===== src/rtl/serializador_pkg.sv =====
// Shared types and default parameters for the parallel-to-serial serializer.
`timescale 1ns/1ps
package serializador_pkg;

  typedef enum logic {
    IDLE  = 1'b0,
    SHIFT = 1'b1
  } state_t;

  localparam int unsigned WIDTH_DEF   = 32;
  localparam int unsigned CLK_DIV_DEF = 4;

endpackage


===== src/rtl/generador_tick.sv =====
// Bit-rate divider: while running, pulses tick once every CLK_DIV cycles.
`timescale 1ns/1ps
module generador_tick
  import serializador_pkg::*;
#(
  parameter int unsigned CLK_DIV = CLK_DIV_DEF
) (
  input  logic clock,
  input  logic reset,
  input  logic clear,
  input  logic run,
  output logic tick
);

  localparam logic [7:0] DivMax = 8'(CLK_DIV - 1);

  logic [7:0] cnt_q, cnt_d;

  always_comb begin
    cnt_d = cnt_q;
    if (clear) begin
      cnt_d = '0;
    end else if (run) begin
      cnt_d = (cnt_q == DivMax) ? '0 : cnt_q + 8'd1;
    end
  end

  always_ff @(posedge clock) begin
    if (reset) begin
      cnt_q <= '0;
    end else begin
      cnt_q <= cnt_d;
    end
  end

  // Decoded from the registered count; CLK_DIV=1 ticks on every running cycle.
  assign tick = run && (cnt_q == DivMax);

endmodule


===== src/rtl/serializador_paralelo_serie.sv =====
// Parallel-to-serial converter: MSB-first bit stream with a per-bit strobe for a downstream
// shift stage and a one-cycle done pulse per word.
`timescale 1ns/1ps
module serializador_paralelo_serie
  import serializador_pkg::*;
#(
  parameter int unsigned WIDTH   = WIDTH_DEF,
  parameter int unsigned CLK_DIV = CLK_DIV_DEF
) (
  input  logic             clock,
  input  logic             reset,
  input  logic [WIDTH-1:0] data_in,
  input  logic             data_valid,
  output logic             data_ready,
  output logic             serial_out,
  output logic             shift_en,
  output logic             busy,
  output logic             done
);

  localparam int unsigned    CntW    = $clog2(WIDTH) + 1;
  localparam logic [CntW-1:0] LastBit = CntW'(WIDTH - 1);

  state_t           state_q, state_d;
  logic [WIDTH-1:0] shreg_q, shreg_d;
  logic [CntW-1:0]  bit_cnt_q, bit_cnt_d;
  logic             done_q, done_d;
  logic             accept, tick, last;

  assign accept = data_valid && data_ready;
  assign last   = tick && (bit_cnt_q == LastBit);

  generador_tick #(
    .CLK_DIV(CLK_DIV)
  ) u_tick (
    .clock(clock),
    .reset(reset),
    .clear(accept),
    .run  (state_q == SHIFT),
    .tick (tick)
  );

  always_ff @(posedge clock) begin
    if (reset) begin
      state_q <= IDLE;
    end else begin
      state_q <= state_d;
    end
  end

  always_comb begin
    state_d = state_q;
    unique case (state_q)
      IDLE:  if (data_valid) state_d = SHIFT;
      SHIFT: if (last)       state_d = IDLE;
    endcase
  end

  always_comb begin
    data_ready = 1'b0;
    busy       = 1'b0;
    shift_en   = 1'b0;
    unique case (state_q)
      IDLE:  data_ready = 1'b1;
      SHIFT: begin
        busy     = 1'b1;
        shift_en = tick;
      end
    endcase
  end

  always_comb begin
    shreg_d   = shreg_q;
    bit_cnt_d = bit_cnt_q;
    done_d    = (state_q == SHIFT) && last;
    if (accept) begin
      shreg_d   = data_in;
      bit_cnt_d = '0;
    end else if ((state_q == SHIFT) && tick) begin
      shreg_d   = {shreg_q[WIDTH-2:0], 1'b0};
      bit_cnt_d = bit_cnt_q + 1'b1;
    end
  end

  always_ff @(posedge clock) begin
    if (reset) begin
      shreg_q   <= '0;
      bit_cnt_q <= '0;
      done_q    <= 1'b0;
    end else begin
      shreg_q   <= shreg_d;
      bit_cnt_q <= bit_cnt_d;
      done_q    <= done_d;
    end
  end

  // A completed word leaves the register all-zero, so the MSB flop idles low.
  assign serial_out = shreg_q[WIDTH-1];
  assign done       = done_q;

endmodule


===== config.mk =====
export PLATFORM = sky130hd
export DESIGN_NAME = serializador_paralelo_serie
export DESIGN_NICKNAME = d
export VERILOG_FILES = /design/src/rtl/serializador_pkg.sv /design/src/rtl/generador_tick.sv /design/src/rtl/serializador_paralelo_serie.sv
export SDC_FILE = /design/constraint.sdc
export NUM_CORES = 1
export LEC_CHECK = 0
export BUFFER_PORTS_ARGS = -buffer_cell sky130_fd_sc_hd__buf_2
export CAP_MARGIN = 30
export CORE_AREA = 2 2 55 77
export CTS_CLUSTER_DIAMETER = 50
export DETAILED_ROUTE_END_ITERATION = 8
export DIE_AREA = 0 0 57 79
export PLACE_DENSITY = 0.77
export RECOVER_POWER = 100
export SYNTH_ARGS = -nofsm -noshare
export SYNTH_HDL_FRONTEND = slang
export SYNTH_HIERARCHICAL = 1
export SYNTH_SLANG_ARGS = --single-unit

===== constraint.sdc =====
create_clock -name clock -period 3.9 [get_ports clock]
set_input_delay 0.78 -clock clock [delete_from_list [all_inputs] [get_ports clock]]
set_output_delay 0.78 -clock clock [all_outputs]
set_load 0.01 [all_outputs]

# Yosys cells after proc, flatten, opt, wreduce, memory -nomap -nowiden
# Cells that the tools add are included.
# op_classes
add_sub_neg	2
eq_ne	2
mux	9
n_bitwise	1
n_reduce_logical	7
# ops
operator	n
32-bit 2-to-1 mux	2
8-bit by 1-bit adder with 8-bit output, second input constant	1
8-bit by 2-bit == test with 1-bit output, second input constant	1
8-bit 2-to-1 mux	1
6-bit by 1-bit adder with 6-bit output, second input constant	1
6-bit by 5-bit == test with 1-bit output, second input constant	1
1-bit logical AND	5
1-bit 2-to-1 mux	5
1-bit one-hot mux with 2 select lines	1
2-bit nonzero test	1
2-bit OR reduction	1
1-bit NOT	1
# totals
register_bits	48
out_inout_bits	5
wordCells	26

# Depth between registers and ports, before layout
# Gate-level depths: netlist of run 1.
# depth
ltp_word	5
mapped_depth	8
mapped_depth_nobuf	7

# Modules after synthesis
# The synthesis of run 1 kept the hierarchy.
# modules_own_cells
module	n_inst	cells_per_inst	area_per_inst_um2
serializador_paralelo_serie	1	183	1641.6
generador_tick	1	41	385.4

# Least setup slack after synthesis of run 1
# OpenSTA, ideal clock, no wires.
# synth_timing
path_type	register to output
from	register u_tick.cnt_q[4]
to	output port shift_en
arrival_ps	1872
setup_slack_ps	1248
path_stages_with_launch	6
n_path_buf	1
path_cell_list	dfxtp_1 or4_4 nor4_1 nand2_2 inv_2 buf_4
# synth_between
elab_chain_len	3
# synth_lines
item	line_no	rtl
start, declared	generador_tick.sv:17	logic [7:0] cnt_q, cnt_d;
start signal, assigned	generador_tick.sv:32	cnt_q <= cnt_d;
8-bit by 2-bit == test with 1-bit output	generador_tick.sv:37	assign tick = run && (cnt_q == DivMax);
1-bit logical AND	generador_tick.sv:37	
net tick	serializador_paralelo_serie.sv:28	logic accept, tick, last;
1-bit 2-to-1 mux	serializador_paralelo_serie.sv:63	unique case (state_q)
end, declared	serializador_paralelo_serie.sv:16	output logic shift_en,
# The timed path passes the listed nets, and every way through them passes these cells.

# Worst setup path after layout of run 1
# layout_timing
from	register state_q
to	output port shift_en
# layout_between
elab_chain_len	2
# layout_lines
item	line_no	rtl
start, declared	serializador_paralelo_serie.sv:24	state_t state_q, state_d;
start signal, assigned	serializador_paralelo_serie.sv:47	state_q <= state_d;
1-bit logical AND	generador_tick.sv:37	
net tick	serializador_paralelo_serie.sv:28	
1-bit 2-to-1 mux	serializador_paralelo_serie.sv:63	
# The timed path passes the listed nets, and every way through them passes these cells.

==> impl_metrics.yaml, run 1 <==
floorplanning:
  ios: 40
  die_area_um2: 4503
  coreArea_um2: 3851
  die_h_um: 79
  start_util: 0.5263
  die_w_um: 57
  rows: 27
synthesis:
  yosysTopAreaCell: "dfxtp_1"
  synth_area_um2: 2027
  ys_ff_latch: 48
  synth_nets: 261
  synth_cells: 224
  seq_area_frac_synth: 0.4741
  synthTopCellsByArea: "dfxtp_1, a22oi_1, a21oi_1, nand2_1, nor3_1"
  synth.distinct_cells: 31
  avgSynthCellArea_um2: 9.049
  yosys_warnings: 6
  synth.top_cell.area_share: 0.4741
cts:
  clk_latency_ns: 0.30
  hold_buffers: 0
  cts_max_path_buffers: 2
  cts_buffers: 5
  cts_tree: "done"
  cts_resized: 0
  cts.htree.levels: 2
  clkTransAtPathRegs_ns: 0.09
  post-cts-setup-buffers: 0
  root_buffer: "clkbuf_8"
  cts.sinks: 48
layout:
  fill_cells: 397
  diodes: 0
  final_common_cell: "dfxtp_1"
  seqCellArea_um2: 960.9
  mostFrequentLayoutCells: "dfxtp_1, buf_2, nand2_1, a21oi_1, a22oi_1"
  fin_cells: 301
  multiInputGateArea_um2: 907.1
  drive_above_1_share: 0.1860
  synthToLayoutAreaGrowth_pct: 11.05
  final_nets: 294
setup_path:
  path_class: "flip-flop to primary output"
  r2r_slack_ns: 1.02
  startpoint_type: "flip-flop"
  r2r-end: "bit_cnt_q[1]"
  crit_fanout: 17
  crit_slowest_cell: "clkbuf_1"
  cp-end-kind: "primary output"
  worstPathCellList: "clkbuf_1 -> nand2_1 -> nor4_1 -> buf_4 -> nand2_1 -> inv_1 -> clkbuf_1"
  r2r-start: "state_q"
  critical_path_arrival_ns: 2.30
  reg2reg_depth: 9
  critPathRequiredTime_ns: 3.12
  max_stage_delay_ns: 0.54
outcome:
  outcome: "finished, final reports clean"
routing:
  drc: 0
  drt-wirelength-per-cell_um: 13.12
  routed_wl_um: 3950
  first_pass_iters: 4
  vias: 1739
  drtIter0Drc: 83
  ant_nets: 0
  vias_per_cell: 5.777
sta:
  max_freq_mhz: 324.3
  tightest_slew_ns: 1.215
  finalHoldViolCount: 0
  timing.final.crit_period_ns: 3.083
  rsz0062_at_grt: "no"
  setup_viol: 0
  finalCritPeriodShare: 0.7906
  maxSlewViolCount: 0
  setup_slack_ns: 0.8165
  fin_worst_skew_ns: 0.007275
  slew_headroom: 0.1893
  fin_setup_tns_ns: 0
hold_path:
  hp-class: "flip-flop to flip-flop"
  min_from: "shreg_q[11]"
  min_delay_worst_endpoint: "shreg_q[11]"
  worstHoldPathCells: 2
global_route:
  grt-ovfl-total: 0
  antenna_found_initial: 0
  grt_pass1_wl_um: 7051
  grt_start_max_net_pins: 44
  grt_use_met3: 0.05049
  use_met2: 0.3402
  grt_pass1_vias: 1646
  top_usage_layer: "met2"
  grt_use_met1: 0.2239
  track_usage: 0.1939
placement:
  place_ws_ns: 1.527
  dp_cells: 293
  dp_hpwl_um: 2544
  io_buffer_count: 39
  gp_congestion: 0.7148
flow_run:
  cap_violations: 0
power:
  power_mw: 0.9150
  vdd_drop_max_v: 0.0003702
  p_leak_nw: 0.8428
  powerDensity_nw_per_um2: 406.5
## report_power, final
group / total, mW / switching, mW / internal [mW]
clock network: 0.310 / 0.166 / 0.144
logic: 0.0832 / 0.0480 / 0.0353
registers: 0.522 / 0.0110 / 0.511
total: 0.915 / 0.225 / 0.690
## per-layer routing
metal | routed length (um) | share of wire | up-vias
li1 | - | - | 885
met1 | 1746 | 0.44 | 818
met2 | 1988 | 0.50 | 32
met3 | 179 | 0.045 | 4
met4 | 36 | 0.0091 | 0
met5 | 0 | 0 | -
## how the worst max path moves through the flow
stage	from	endpoint	slack, ns	cells after the start
6_report	state_q	shift_en	0.82	7
5_1_grt	state_q	shift_en	0.56	7
4_1_cts	u_tick/cnt_q[4]	shift_en	1.16	6
3_5_place_dp	u_tick/cnt_q[4]	shift_en	1.53	6
3_3_place_gp	u_tick/cnt_q[4]	shift_en	1.54	6
2_1_floorplan	u_tick/cnt_q[4]	shift_en	1.25	5
## cell families after synthesis
family	Yosys count	synth area share
adders and majority gates	2	0.01234
xor gates and xnor gates	6	0.02593
AOI/OAI and AO/OA	74	0.2426
DFF	48	0.4741
and+or+nand+nor	69	0.1642
buffers and inverters	22	0.06605
muxes	3	0.01482
## final cells by class
type | count | share of cell area
flip-flops and latches | 48 | 0.4269
clock inverters | 2 | 0.006670
multi-input cells | 154 | 0.4030
repair buffers | 43 | 0.09450
well taps | 43 | 0.02390
inverters | 5 | 0.008338
clock buffers | 6 | 0.03669
## state kept, by name, indices dropped and copies added (netlist names)
register / cells
bit_cnt_q: 6
done: 1
u_tick/cnt_q: 8
state_q: 1
shreg_q: 32
## cells in the mapped netlist, drive strengths merged
| master | count |
|---|---|
| a211oi | 2 |
| or3 | 6 |
| mux2i | 3 |
| o41ai | 1 |
| inv | 5 |
| xor2 | 3 |
| o22ai | 3 |
| clkbuf | 4 |
| nand2 | 31 |
| and3 | 1 |
| a22oi | 29 |
| nand2b | 1 |
| xnor2 | 3 |
| dfxtp | 48 |
| o2111ai | 2 |
| o31ai | 2 |
| o21ai | 4 |
| or4 | 1 |
| ha | 2 |
| buf | 13 |
| nor2 | 6 |
| nand4 | 5 |
| nor4 | 1 |
| a21oi | 31 |
| nor3 | 12 |
| nand3 | 5 |
## worst max-delay path, delay by kind of cell, from the launching register on
| kind | cells | cell delay [ns] |
|---|---|---|
| and+or+nand+nor | 3 | 0.65 |
| buffers and inverters | 4 | 1.04 |
| DFF | 1 | 0.31 |
## through the flow
step | instance area, um2 | utilization | hold WS (ns)
floorplan | 2027 | - | 0.4364
global placement | 2195 | 0.5699 | 0.4425
detailed placement | 2195 | 0.5699 | 0.4485
CTS | 2292 | 0.5952 | 0.4622
global route | 2251 | 0.5845 | 0.4798
finish | 2251 | 0.5845 | 0.4585
No activity file was read; power rests on OpenSTA's default activity.
==> run 2: changes to the inputs <==
--- a/config.mk
+++ b/config.mk
@@ -5,13 +5,14 @@
 export SDC_FILE = /design/constraint.sdc
 export NUM_CORES = 1
 export LEC_CHECK = 0
+export ABC_AREA = 1
 export BUFFER_PORTS_ARGS = -buffer_cell sky130_fd_sc_hd__buf_2
 export CAP_MARGIN = 30
-export CORE_AREA = 2 2 55 77
+export CORE_AREA = 2 2 60 85
 export CTS_CLUSTER_DIAMETER = 50
 export DETAILED_ROUTE_END_ITERATION = 8
-export DIE_AREA = 0 0 57 79
-export PLACE_DENSITY = 0.77
+export DIE_AREA = 0 0 62 87
+export PLACE_DENSITY = 0.72
 export RECOVER_POWER = 100
 export SYNTH_ARGS = -nofsm -noshare
 export SYNTH_HDL_FRONTEND = slang
==> constraint.sdc (replaced) <==
create_clock -name clock -period 2.6 [get_ports clock]
set_input_delay 0.52 -clock clock [delete_from_list [all_inputs] [get_ports clock]]
set_output_delay 0.52 -clock clock [all_outputs]
set_load 0.01 [all_outputs]
==> impl_metrics.yaml, run 2 <==
sta:
  finalHoldViolCount: 0
  max_freq_mhz: 444.8
  slew_headroom: 0.6060
  rsz0062_at_grt: "no"
  finalCritPeriodShare: 0.8647
  tightest_slew_ns: 0.5888
  maxSlewViolCount: 0
  setup_viol: 0
  fin_worst_skew_ns: 0.01238
  timing.final.crit_period_ns: 2.248
  fin_setup_tns_ns: 0
synthesis:
  synth_edf_count: 0
  synth_ff_type: "dfxtp_1"
  ys_ff_latch: 48
  synth_area_um2: 2201
  synth_cells: 328
  seq_area_frac_synth: 0.4366
  synth.top_cell.area_share: 0.4366
  yosys_warnings: 6
  yosysMostFrequentCell: "nand2_1"
  yosysTopAreaCell: "dfxtp_1"
  synth_nets: 365
  synth.distinct_cells: 24
  synthTopCellsByArea: "dfxtp_1, nand2_1, nor2_1, a21oi_1, inv_1"
  synth_commonest_cells: "nand2_1, nor2_1, dfxtp_1"
  avgSynthCellArea_um2: 6.710
  async_flop_share: 0
global_route:
  grt_pass1_vias: 1899
  grt_pass1_wl_um: 7893
  grt_start_max_net_pins: 29
  grt-ovfl-total: 0
  antenna_found_initial: 0
  track_usage: 0.1911
cts:
  post-cts-setup-buffers: 0
  cts_buffers: 5
  cts.htree.levels: 2
  clk_latency_ns: 0.30
  cts_max_path_buffers: 2
  cts_tree: "done"
  cts_resized: 0
  clkTransAtPathRegs_ns: 0.09
  root_buffer: "clkbuf_8"
  hold_buffers: 0
  cts.sinks: 48
routing:
  routed_wl_um: 4587
  drtIter0Drc: 103
  vias: 2026
  vias_per_cell: 4.701
  ant_nets: 0
  drt-wirelength-per-cell_um: 10.64
  drc: 0
  first_pass_iters: 5
floorplanning:
  coreArea_um2: 4692
  die_h_um: 87
  rows: 30
  start_util: 0.4691
  die_w_um: 62
  die_area_um2: 5394
  ios: 40
setup_path:
  critical_path_arrival_ns: 1.73
  crit_slowest_cell: "dfxtp_1"
  startpoint_type: "flip-flop"
  cp-end-kind: "primary output"
  crit_fanout: 14
  path_class: "flip-flop to primary output"
  critPathRequiredTime_ns: 2.08
  worstPathCellList: "ha_1 -> inv_1 -> nor2_1 -> nand2_1 -> nor2_1 -> nand2_2 -> inv_2 -> clkbuf_1"
  max_stage_delay_ns: 0.38
  crit_top_cell: "nor2_1"
placement:
  gp_congestion: 0.8404
  dp_cells: 423
  dp_hpwl_um: 3328
  io_buffer_count: 39
layout:
  drive_above_1_share: 0.1580
  largest_register: "shreg_q"
  reg.largest.list: "shreg_q (32), u_tick/cnt_q (8), bit_cnt_q (6)"
  diodes: 0
  largest_reg_flops: 32
  synthToLayoutAreaGrowth_pct: 13.76
  final_nets: 403
  mostFrequentLayoutCells: "nand2_1, nor2_1, dfxtp_1, buf_2, inv_1"
  final_common_cell: "nand2_1"
  fin_cells: 431
power:
  powerDensity_nw_per_um2: 562.3
  p_sw_mw: 0.3789
  p_leak_nw: 1.169
  power_mw: 1.408
  p_seq_frac: 0.564
  combPwrFrac: 0.125
  p_clk_frac: 0.312
  intPower_mw: 1.029
  vdd_drop_max_v: 0.0004604
  switching_share: 0.2691
outcome:
  outcome: "finished, final reports clean"
flow_run:
  cap_violations: 0
hold_path:
  hp-class: "input pin to flip-flop"
-- run 2: path summary, 6_finish.rpt --
path	from	end	slack, ns	cells past startpoint
setup reg to reg	u_tick/cnt_q[0]	shreg_q[11]	0.44	12
hold reg to reg	shreg_q[30]	shreg_q[30]	0.47	2
hold / removal	data_in[8]	shreg_q[8]	0.40	3
setup / recovery	u_tick/cnt_q[0]	shift_en	0.35	8
-- run 2: cells by family (layout without fill, tap and decap cells) --
kind of cell | count (synthesis) | in the layout | synth area share
XOR/XNOR | 4 | 4 | 0.01592
flip-flops | 48 | 48 | 0.4366
AND/OR/NAND/NOR | 194 | 194 | 0.3644
multiplexers | 1 | 1 | 0.004548
buffers and inverters | 42 | 81 | 0.08187
adder cells (fa/ha/maj) | 2 | 2 | 0.01137
AO/OA/AOI/OAI | 37 | 37 | 0.08527
-- run 2: final cells by class --
class                   count  area [um2]
fillers                   491        2188
flip-flops and latches     48       960.9
repair buffers             43       217.7
multi-input cells         238        1045
well taps                  64       80.08
clock buffers               5       68.82
inverters                  30       112.6
clock inverters             3       18.77
-- run 2: metrics by stage --
stage / hold WS [ns] / area [um2] / setup slack [ns] / utilization
floorplan: 0.4437 / 2201 / 0.7824 / -
global placement: 0.4559 / 2439 / 0.7068 / 0.5197
detailed placement: 0.4645 / 2439 / 0.6730 / 0.5197
CTS: 0.4029 / 2526 / 0.3633 / 0.5384
global route: 0.4111 / 2504 / 0.1091 / 0.5336
finish: 0.4045 / 2504 / 0.3517 / 0.5336
-- run 2: power by group through the flow --
stage | Sequential, mW | Combinational, mW | Clock (mW)
floorplan | 0.811 | 0.117 | 0
global placement | 0.809 | 0.178 | 0
detailed placement | 0.811 | 0.181 | 0
CTS | 0.793 | 0.182 | 0.454
global route | 0.798 | 0.205 | 0.475
finish | 0.793 | 0.176 | 0.439
-- run 2: critical path: cells and delay by family (launching register included) --
| kind | cells | cell delay (ns) |
|---|---|---|
| buffers and inverters | 3 | 0.29 |
| adder cells (fa/ha/maj) | 1 | 0.20 |
| AND/OR/NAND/NOR | 4 | 0.56 |
| flip-flops | 1 | 0.38 |
-- run 2: layer usage --
metal / track usage / wire, um / part of all wire
met1: 0.2384 / 2068 / 0.45
met5: 0 / 0 / 0
met3: 0.04160 / 210 / 0.046
met2: 0.3153 / 2206 / 0.48
met4: 0.06770 / 102 / 0.022
